[src/rtl/npu_pkg.sv]
// Shared definitions for the NPU front end: window-fetch FSM states and
// the 3x3 window geometry used by the fetcher and the convolver.
package npu_pkg;

    typedef enum logic [1:0] {
        FILL      = 2'd0,
        CAPTURE   = 2'd1,
        START     = 2'd2,
        WAIT_DONE = 2'd3
    } fetchState_e;

    localparam int WIN_DIM  = 3;
    localparam int WIN_SIZE = WIN_DIM * WIN_DIM;

endpackage

[src/rtl/line_buffer3.sv]
// Three stacked line buffers: a write at column c shifts that column up by one
// row (lb0 oldest, lb2 newest) and every column of every row is readable.
module line_buffer3 #(
    parameter int DATA_WIDTH = 8,
    parameter int IMG_WIDTH  = 8,
    parameter int COL_W      = 3
) (
    input  logic                            clk_i,
    input  logic                            wrEn_i,
    input  logic [COL_W-1:0]                wrCol_i,
    input  logic [DATA_WIDTH-1:0]           wrData_i,
    output logic [IMG_WIDTH*DATA_WIDTH-1:0] row0_o,
    output logic [IMG_WIDTH*DATA_WIDTH-1:0] row1_o,
    output logic [IMG_WIDTH*DATA_WIDTH-1:0] row2_o
);

    logic [DATA_WIDTH-1:0] lb0_q [IMG_WIDTH];
    logic [DATA_WIDTH-1:0] lb1_q [IMG_WIDTH];
    logic [DATA_WIDTH-1:0] lb2_q [IMG_WIDTH];

    // Contents survive reset on purpose; a new frame overwrites them before use.
    always_ff @(posedge clk_i) begin
        if (wrEn_i) begin
            lb0_q[wrCol_i] <= lb1_q[wrCol_i];
            lb1_q[wrCol_i] <= lb2_q[wrCol_i];
            lb2_q[wrCol_i] <= wrData_i;
        end
    end

    for (genvar c = 0; c < IMG_WIDTH; c++) begin : g_rd
        assign row0_o[c*DATA_WIDTH +: DATA_WIDTH] = lb0_q[c];
        assign row1_o[c*DATA_WIDTH +: DATA_WIDTH] = lb1_q[c];
        assign row2_o[c*DATA_WIDTH +: DATA_WIDTH] = lb2_q[c];
    end

endmodule

[src/rtl/window_fetcher.sv]
// Streams raster pixels into three line buffers and, every second column from
// row 2 on, hands an overlapping pair of 3x3 windows to the convolver.
module window_fetcher
    import npu_pkg::*;
#(
    parameter int DATA_WIDTH      = 8,
    parameter int IMG_WIDTH       = 8,
    parameter int IMG_HEIGHT      = 8,
    parameter int SRAM_ADDR_WIDTH = 4
) (
    input  logic                       i_clk,
    input  logic                       i_rst,
    input  logic                       i_pix_valid,
    input  logic [DATA_WIDTH-1:0]      i_pix_data,
    output logic                       o_pix_ready,
    output logic                       o_conv_start,
    input  logic                       i_conv_done,
    input  logic [SRAM_ADDR_WIDTH-1:0] i_window_addr,
    output logic [DATA_WIDTH-1:0]      o_window1_data,
    output logic [DATA_WIDTH-1:0]      o_window2_data,
    output logic                       o_frame_done
);

    localparam int COL_W = $clog2(IMG_WIDTH);
    localparam int ROW_W = $clog2(IMG_HEIGHT);

    fetchState_e           state_q;
    logic [COL_W-1:0]      col_q, col_d, capCol_q;
    logic [ROW_W-1:0]      row_q, row_d;
    logic                  lastWin_q;
    logic                  pixReady_q, convStart_q, frameDone_q;
    logic [DATA_WIDTH-1:0] window1_q [WIN_SIZE];
    logic [DATA_WIDTH-1:0] window2_q [WIN_SIZE];

    logic                            accept, trigger;
    logic [IMG_WIDTH*DATA_WIDTH-1:0] lbRow [WIN_DIM];
    logic [3:0]                      winIdx;

    assign accept  = i_pix_valid & pixReady_q;
    assign trigger = accept && (row_q >= ROW_W'(2)) && col_q[0] && (col_q >= COL_W'(3));

    line_buffer3 #(
        .DATA_WIDTH(DATA_WIDTH),
        .IMG_WIDTH (IMG_WIDTH),
        .COL_W     (COL_W)
    ) u_lines (
        .clk_i   (i_clk),
        .wrEn_i  (accept),
        .wrCol_i (col_q),
        .wrData_i(i_pix_data),
        .row0_o  (lbRow[0]),
        .row1_o  (lbRow[1]),
        .row2_o  (lbRow[2])
    );

    always_comb begin
        col_d = col_q;
        row_d = row_q;
        if (accept) begin
            if (col_q == COL_W'(IMG_WIDTH - 1)) begin
                col_d = '0;
                row_d = (row_q == ROW_W'(IMG_HEIGHT - 1)) ? '0 : row_q + ROW_W'(1);
            end else begin
                col_d = col_q + COL_W'(1);
            end
        end
    end

    always_ff @(posedge i_clk or posedge i_rst) begin
        if (i_rst) begin
            col_q <= '0;
            row_q <= '0;
        end else begin
            col_q <= col_d;
            row_q <= row_d;
        end
    end

    // The trigger pixel is written on the same edge that enters CAPTURE, so the
    // capture one cycle later sees the complete right-hand column.
    always_ff @(posedge i_clk or posedge i_rst) begin
        if (i_rst) begin
            state_q     <= FILL;
            pixReady_q  <= 1'b1;
            convStart_q <= 1'b0;
            frameDone_q <= 1'b0;
            capCol_q    <= '0;
            lastWin_q   <= 1'b0;
            for (int i = 0; i < WIN_SIZE; i++) begin
                window1_q[i] <= '0;
                window2_q[i] <= '0;
            end
        end else begin
            convStart_q <= 1'b0;
            frameDone_q <= 1'b0;
            case (state_q)
                FILL: begin
                    if (trigger) begin
                        state_q    <= CAPTURE;
                        pixReady_q <= 1'b0;
                        capCol_q   <= col_q;
                        lastWin_q  <= (row_q == ROW_W'(IMG_HEIGHT - 1)) &&
                                      (col_q == COL_W'(IMG_WIDTH - 1));
                    end
                end
                CAPTURE: begin
                    for (int r = 0; r < WIN_DIM; r++) begin
                        for (int k = 0; k < WIN_DIM; k++) begin
                            window1_q[WIN_DIM*r+k] <=
                                lbRow[r][(int'(capCol_q) - 3 + k)*DATA_WIDTH +: DATA_WIDTH];
                            window2_q[WIN_DIM*r+k] <=
                                lbRow[r][(int'(capCol_q) - 2 + k)*DATA_WIDTH +: DATA_WIDTH];
                        end
                    end
                    state_q     <= START;
                    convStart_q <= 1'b1;
                end
                START: begin
                    state_q <= WAIT_DONE;
                end
                WAIT_DONE: begin
                    if (i_conv_done) begin
                        state_q     <= FILL;
                        pixReady_q  <= 1'b1;
                        frameDone_q <= lastWin_q;
                    end
                end
                default: begin
                    state_q    <= FILL;
                    pixReady_q <= 1'b1;
                end
            endcase
        end
    end

    assign winIdx = i_window_addr[3:0];

    always_comb begin
        o_window1_data = '0;
        o_window2_data = '0;
        if (i_window_addr < SRAM_ADDR_WIDTH'(WIN_SIZE)) begin
            o_window1_data = window1_q[winIdx];
            o_window2_data = window2_q[winIdx];
        end
    end

    assign o_pix_ready  = pixReady_q;
    assign o_conv_start = convStart_q;
    assign o_frame_done = frameDone_q;

endmodule

[config.mk]
export PLATFORM = sky130hd
export DESIGN_NAME = window_fetcher
export DESIGN_NICKNAME = d
export VERILOG_FILES = /design/src/rtl/npu_pkg.sv /design/src/rtl/line_buffer3.sv /design/src/rtl/window_fetcher.sv
export SDC_FILE = /design/constraint.sdc
export NUM_CORES = 1
export LEC_CHECK = 0
export CORE_AREA = 2 2 229 186
export CTS_BUF_LIST = sky130_fd_sc_hd__clkbuf_8
export DETAILED_ROUTE_END_ITERATION = 10
export DIE_AREA = 0 0 231 188
export PLACE_DENSITY = 0.66
export SYNTH_ARGS = -nofsm -noshare
export SYNTH_HDL_FRONTEND = slang
export SYNTH_SLANG_ARGS = --single-unit
[constraint.sdc]
create_clock -name i_clk -period 6.11 [get_ports i_clk]
set_clock_uncertainty 0.1 [all_clocks]
set_input_delay 1.222 -clock i_clk [delete_from_list [all_inputs] [get_ports i_clk]]
set_output_delay 1.222 -clock i_clk [all_outputs]
set_load 0.05 [all_outputs]
# Yosys cells after proc, flatten, opt, wreduce, memory -nomap -nowiden
# Memories as Yosys holds them, arrays and structs flattened.
# Cells that the tools add are included.
dict set report totals {
  regBits 159
  ram_bits 192
  mem_count 3
}
# name depth width read_ports rd_ports_with_merged_regs wr line
set mem_list {}
lappend mem_list {u_lines.lb0_q 8 8 8 0 1 line_buffer3.sv:17} ;# logic [DATA_WIDTH-1:0] lb0_q [IMG_WIDTH];
lappend mem_list {u_lines.lb1_q 8 8 9 0 1 line_buffer3.sv:18} ;# logic [DATA_WIDTH-1:0] lb1_q [IMG_WIDTH];
lappend mem_list {u_lines.lb2_q 8 8 9 0 1 line_buffer3.sv:19} ;# logic [DATA_WIDTH-1:0] lb2_q [IMG_WIDTH];
dict set report classes {
  addsub 8
  n_lt_le_gt_ge 4
  eq_ne 7
  shifts 18
  muxes 21
  bitwise_logic 2
  reduce_logical 10
}
# operator count
set ops {}
lappend ops {{64-bit by 32-bit indexed part select with 8-bit output} 6}
lappend ops {{64-bit by 7-bit indexed part select with 8-bit output} 6}
lappend ops {{64-bit by 8-bit indexed part select with 8-bit output} 6}
lappend ops {{8-bit binary-select mux with 4-bit select} 2}
lappend ops {{8-bit 2-to-1 mux} 6}
lappend ops {{4-bit by 2-bit adder with 5-bit output (second input constant)} 2}
lappend ops {{4-bit by 3-bit adder with 5-bit output (second input constant)} 2}
lappend ops {{2-bit case mux with 4 select lines} 1}
lappend ops {{3-bit by 2-bit subtractor with 4-bit output (second input constant)} 2}
lappend ops {{1-bit 2-to-1 mux} 7}
lappend ops {{3-bit by 1-bit adder with 3-bit output (second input constant)} 2}
lappend ops {{3-bit equality test (second input constant)} 2}
lappend ops {{3-bit by 2-bit >= comparator with 1-bit output (second input constant)} 2}
lappend ops {{3-bit 2-to-1 mux} 2}
lappend ops {{2-bit AND reduction} 3}
lappend ops {{5-bit >= comparator (second input constant)} 1}
lappend ops {{4-bit inverter with 5-bit output} 1}
lappend ops {{2-bit equality test (second input constant)} 2}
lappend ops {{1-bit logical AND} 4}
lappend ops {{4-bit < comparator (second input constant)} 1}
lappend ops {{2-bit 2-to-1 mux} 2}
lappend ops {{2-bit != test (second input constant)} 2}
lappend ops {{3-bit AND reduction} 1}
lappend ops {{2-bit by 1-bit equality test with 1-bit output (second input constant)} 1}
lappend ops {{4 further kinds} 4}

# Logic depth before layout (Yosys ltp)
dict set report logic_depth {
  word_depth 6
  mapped_depth 12
  mapped_depth_nobuf 8
}

# Hierarchy
# Synthesis repeated with hierarchy kept, for this count alone.
dict set report hier_totals {
  hier_cells 1402
  hier_area_um2 20557.2
}
# mod n_inst cells_per_inst area_per_inst_um2 seq_area_each_um2
set modules_own_cells {}
lappend modules_own_cells {window_fetcher 1 1116 13663.1 3980.1}
lappend modules_own_cells {line_buffer3 1 286 6894.1 5765.5}

# Worst setup path before layout
# No wires, ideal clock.
dict set report synth_timing {
  kind {in2out}
  startpoint {input port i_window_addr[2]}
  endpoint {output port o_window1_data[0]}
  arrival_ns 3.309
  setup_slack_ns 1.479
  stages 4
  path_cell_list {clkbuf_1 > clkbuf_1 > mux2i_1 > o21ai_0}
}
dict set report synth_via {
  elab_chain_len 5
  word_cells_on_any_way 6
}
# item line
set synth_rtl {}
lappend synth_rtl {{start, declared} window_fetcher.sv:18} ;# input logic [SRAM_ADDR_WIDTH-1:0] i_window_addr,
lappend synth_rtl {{4-bit inverter with 5-bit output (implied by the code)} window_fetcher.sv:142} ;# o_window1_data = window1_q[winIdx];
lappend synth_rtl {{8-bit binary-select mux with 4-bit select} window_fetcher.sv:142}
lappend synth_rtl {{8-bit 2-to-1 mux (implied by the code) (2 in a row)} window_fetcher.sv:142}
lappend synth_rtl {{8-bit 2-to-1 mux *} window_fetcher.sv:141} ;# if (i_window_addr < SRAM_ADDR_WIDTH'(WIN_SIZE)) begin
lappend synth_rtl {{end, declared} window_fetcher.sv:19} ;# output logic [DATA_WIDTH-1:0] o_window1_data,
# Every way passes the cells marked *; elsewhere a longest branch is shown, timed or not. The select of a mux whose other input is x is not followed.

# Final worst setup path
dict set report layout_timing {
  startpoint {input port i_window_addr[3]}
  endpoint {output port o_window1_data[1]}
}
# The elaborated chain is that of the path after synthesis.

==> qor.yml <==
run_status:
  status: "completed"
cts:
  clk_latency_ns: 0.62
  cts.sinks: 351
  cts_made_buffers: 56
  cts_tree: "yes"
  post_cts_buffers: 0
  htreeDepth: 2
  ctsHoldBuffers: 0
  cts_buffer_depth: 3
  cts_resized: 0
  clock_tree.root_cell: "clkbuf_8"
  clk_pin_slew_ns: 0.06
floorplanning:
  coreArea_mm2: 0.0412
  die_w_um: 231
  core.rowCount: 67
  io_pins: 35
  die_h_um: 188
  die_area_mm2: 0.0434
  start_util: 0.494
global_route:
  first_global_vias: 14375
  grt_usage: 0.309
  grt_first_pass_wirelength_um: 98500
  overflow: 0
  grt_max_degree: 73
  antenna_found_initial: 1
detailed_routing:
  ant_nets: 0
  initialDrtViolationCount: 2248
  dr.pass1.iters: 5
  route.detailed.drc: 0
  drt-total-wl_um: 66600
  routed_via_density: 7.39
  wl_per_cell_um: 32.7
  via_count: 15054
power_and_ir_drop:
  pwr-share-seq: 0.370
  total_power_mw: 11.6
  leakage_nw: 8.50
  p_sw_frac: 0.423
  p_int_mw: 6.68
  switchingPower_mw: 4.90
  pwr_density_cell_mw_per_mm2: 516
  vdd_ir_drop_max_uv: 292
  power_frac_comb: 0.456
  p_clk_frac: 0.174
layout:
  drive_above_1_share: 0.232
  areaGrowthSynthToFinish_pct: 10.2
  final_common_cell: "edfxtp_1"
  final_util: 0.544
  final_nets: 1471
  mostFrequentLayoutCells: "edfxtp_1, mux4_2, dfrtp_1"
  antennaDiodeCount: 0
logic_synthesis:
  syn_area_per_cell_um2: 14.0
  synth-edff-count: 192
  ys_ff_latch: 351
  synth.net_count: 1483
  synth_ff_type: "edfxtp_1"
  synth-async-reset-ratio: 0.453
  yosys_warnings: 0
  syn_area_mm2: 0.0204
  yosysUniqueCellTypes: 57
  postSynthCellCount: 1450
  yosysSeqAreaShare: 0.479
critical_path:
  r2r-start: "capCol_q[0]"
  crit_end: "o_window1_data[1]"
  r2r_end: "window1_q[37]"
  crit_type: "in2out"
  cp.arrival_ns: 3.47
  worst_setup_path_end_kind: "primary output"
  path_cells: "clkdlybuf4s50_1, buf_4, nor4b_2, buf_4, nand2_1, o21ai_0, buf_12"
  cpMostUsedCell: "buf_4"
  worst_path_largest_cell_delay_ns: 0.72
  rr_worst_depth: 7
  startpoint_type: "primary input"
  startpoint: "i_window_addr[3]"
  required_ns: 4.79
  r2r_slack_ns: 1.79
  cpMaxStageDelayCell: "nor4b_2"
  critPathMaxFanout: 17
sta:
  hold_viol: 0
  setup-tns-final_ns: 0
  layout_setup_ws_ns: 1.32
  period_share: 0.785
  rsz0062_at_grt: "false"
  timing.final.crit_period_ns: 4.79
  finalHoldWorstSlack_ns: 0.389
  finalSetupViolCount: 0
  max_slew_margin: 0.184
  drv_slew: 0
  worst_pin_slew_ns: 1.22
  fmax_mhz: 209
place:
  hpwlAfterDp_um: 41000
  preCtsSetupSlack_ns: 1.31
  port_buffers: 34
  gp_routability_congestion: 0.925
min_path:
  holdCritPathClass: "reg2reg"
flow_run:
  maxCapViolations: 0
layer usage:
metal | GRT usage | vias up | share of wire
li1 | - | 6039 | -
met4 | 0.106 | 2 | 0.035
met1 | 0.447 | 7682 | 0.39
met5 | 0 | - | 0.00017
met2 | 0.418 | 1165 | 0.41
met3 | 0.130 | 166 | 0.16
cell type report:
cell class	count	area [µm²]
Clock inverter	40	215
Clock buffer	64	881
Multi-Input combinational cell	940	10000
Inverter	14	58.8
Tap cell	552	691
Timing Repair Buffer	75	798
Sequential cell	351	9750
Fill cell	3357	18800
through the flow:
stage          cell area [µm²]  instances
2_1_floorplan            20400       1450
3_3_place_gp             21300       1932
3_5_place_dp             21300       1932
4_1_cts                  22400       2036
5_1_grt                  22400       2036
6_report                 22400       2036
synth_stat cells, types with 6 or more instances:
master     number  area (µm²)
ha_1           17         213
a221oi_1      114         998
o2bb2ai_1      74         648
nand2_1        94         353
mux2_1          7        78.8
mux4_1         26         683
dfrtp_1       158        3950
o211ai_1       10        75.1
and2_1          8        50.1
a211o_1        24         210
mux2_2         19         214
a31oi_1        32         200
o21ai_0        30         150
nor2b_1        32         200
a22oi_1        10        75.1
a21oi_1         9        45.0
nand3_1         8        40.0
clkbuf_1       65         244
o22ai_1         7        43.8
a221o_1        25         250
edfxtp_1      192        5770
mux2i_1        96         961
nor2_1         36         135
inv_1          10        37.5
buf_1          21        78.8
nand2b_1        9        56.3
buf_2          48         240
mux4_2        162        3650
buf_6           6        67.6
nor3_1         56         280
cell families after synthesis:
logic type               count (synthesis)  synth area share
AO/OA/AOI/OAI                          351             0.138
XOR/XNOR                                 4           0.00246
adder cells (fa/ha/maj)                 17            0.0104
buffers and inverters                  159            0.0353
flip-flops                             351             0.479
multiplexers                           310             0.274
AND/OR/NAND/NOR                        258            0.0607
power by group through the flow:
| stage | clock network [mW] | registers (mW) | logic [mW] |
|---|---|---|---|
| 2_1_floorplan | 0 | 3.81 | 3.63 |
| 3_3_place_gp | 0 | 4.24 | 5.07 |
| 3_5_place_dp | 0 | 4.23 | 5.19 |
| 4_1_cts | 2.03 | 4.20 | 5.19 |
| 5_1_grt | 2.13 | 4.31 | 5.56 |
| 6_report | 2.01 | 4.28 | 5.29 |
sequential cells by signal, summed over array words and instances, names as in the netlist:
| signal | count |
|---|---|
| window2_q | 72 |
| u_lines.lb2_q | 64 |
| window1_q | 72 |
| o_pix_ready | 1 |
| u_lines.lb0_q | 64 |
| row_q | 3 |
| u_lines.lb1_q | 64 |
| o_frame_done | 1 |
| state_q | 2 |
| lastWin_q | 1 |
| capCol_q | 3 |
| o_conv_start | 1 |
| col_q | 3 |
worst max-delay path: cells and delay by family:
family / cells / cell delay, ns
AO/OA/AOI/OAI: 1 / 0.25
buffers and inverters: 4 / 1.20
AND/OR/NAND/NOR: 2 / 0.78
how the worst min path moves through the flow:
stage                             start            end  slack, ns  depth (start not counted)
after floorplan           window1_q[48]  window1_q[48]       0.35                          1
after global placement    window1_q[49]  window1_q[49]       0.37                          1
after detailed placement  window1_q[52]  window1_q[52]       0.37                          1
final                     window2_q[68]  window2_q[68]       0.39                          1
after CTS                 window1_q[52]  window1_q[52]       0.39                          1
after global routing      window2_q[68]  window2_q[68]       0.40                          1
(Power assumes the default switching activity.)
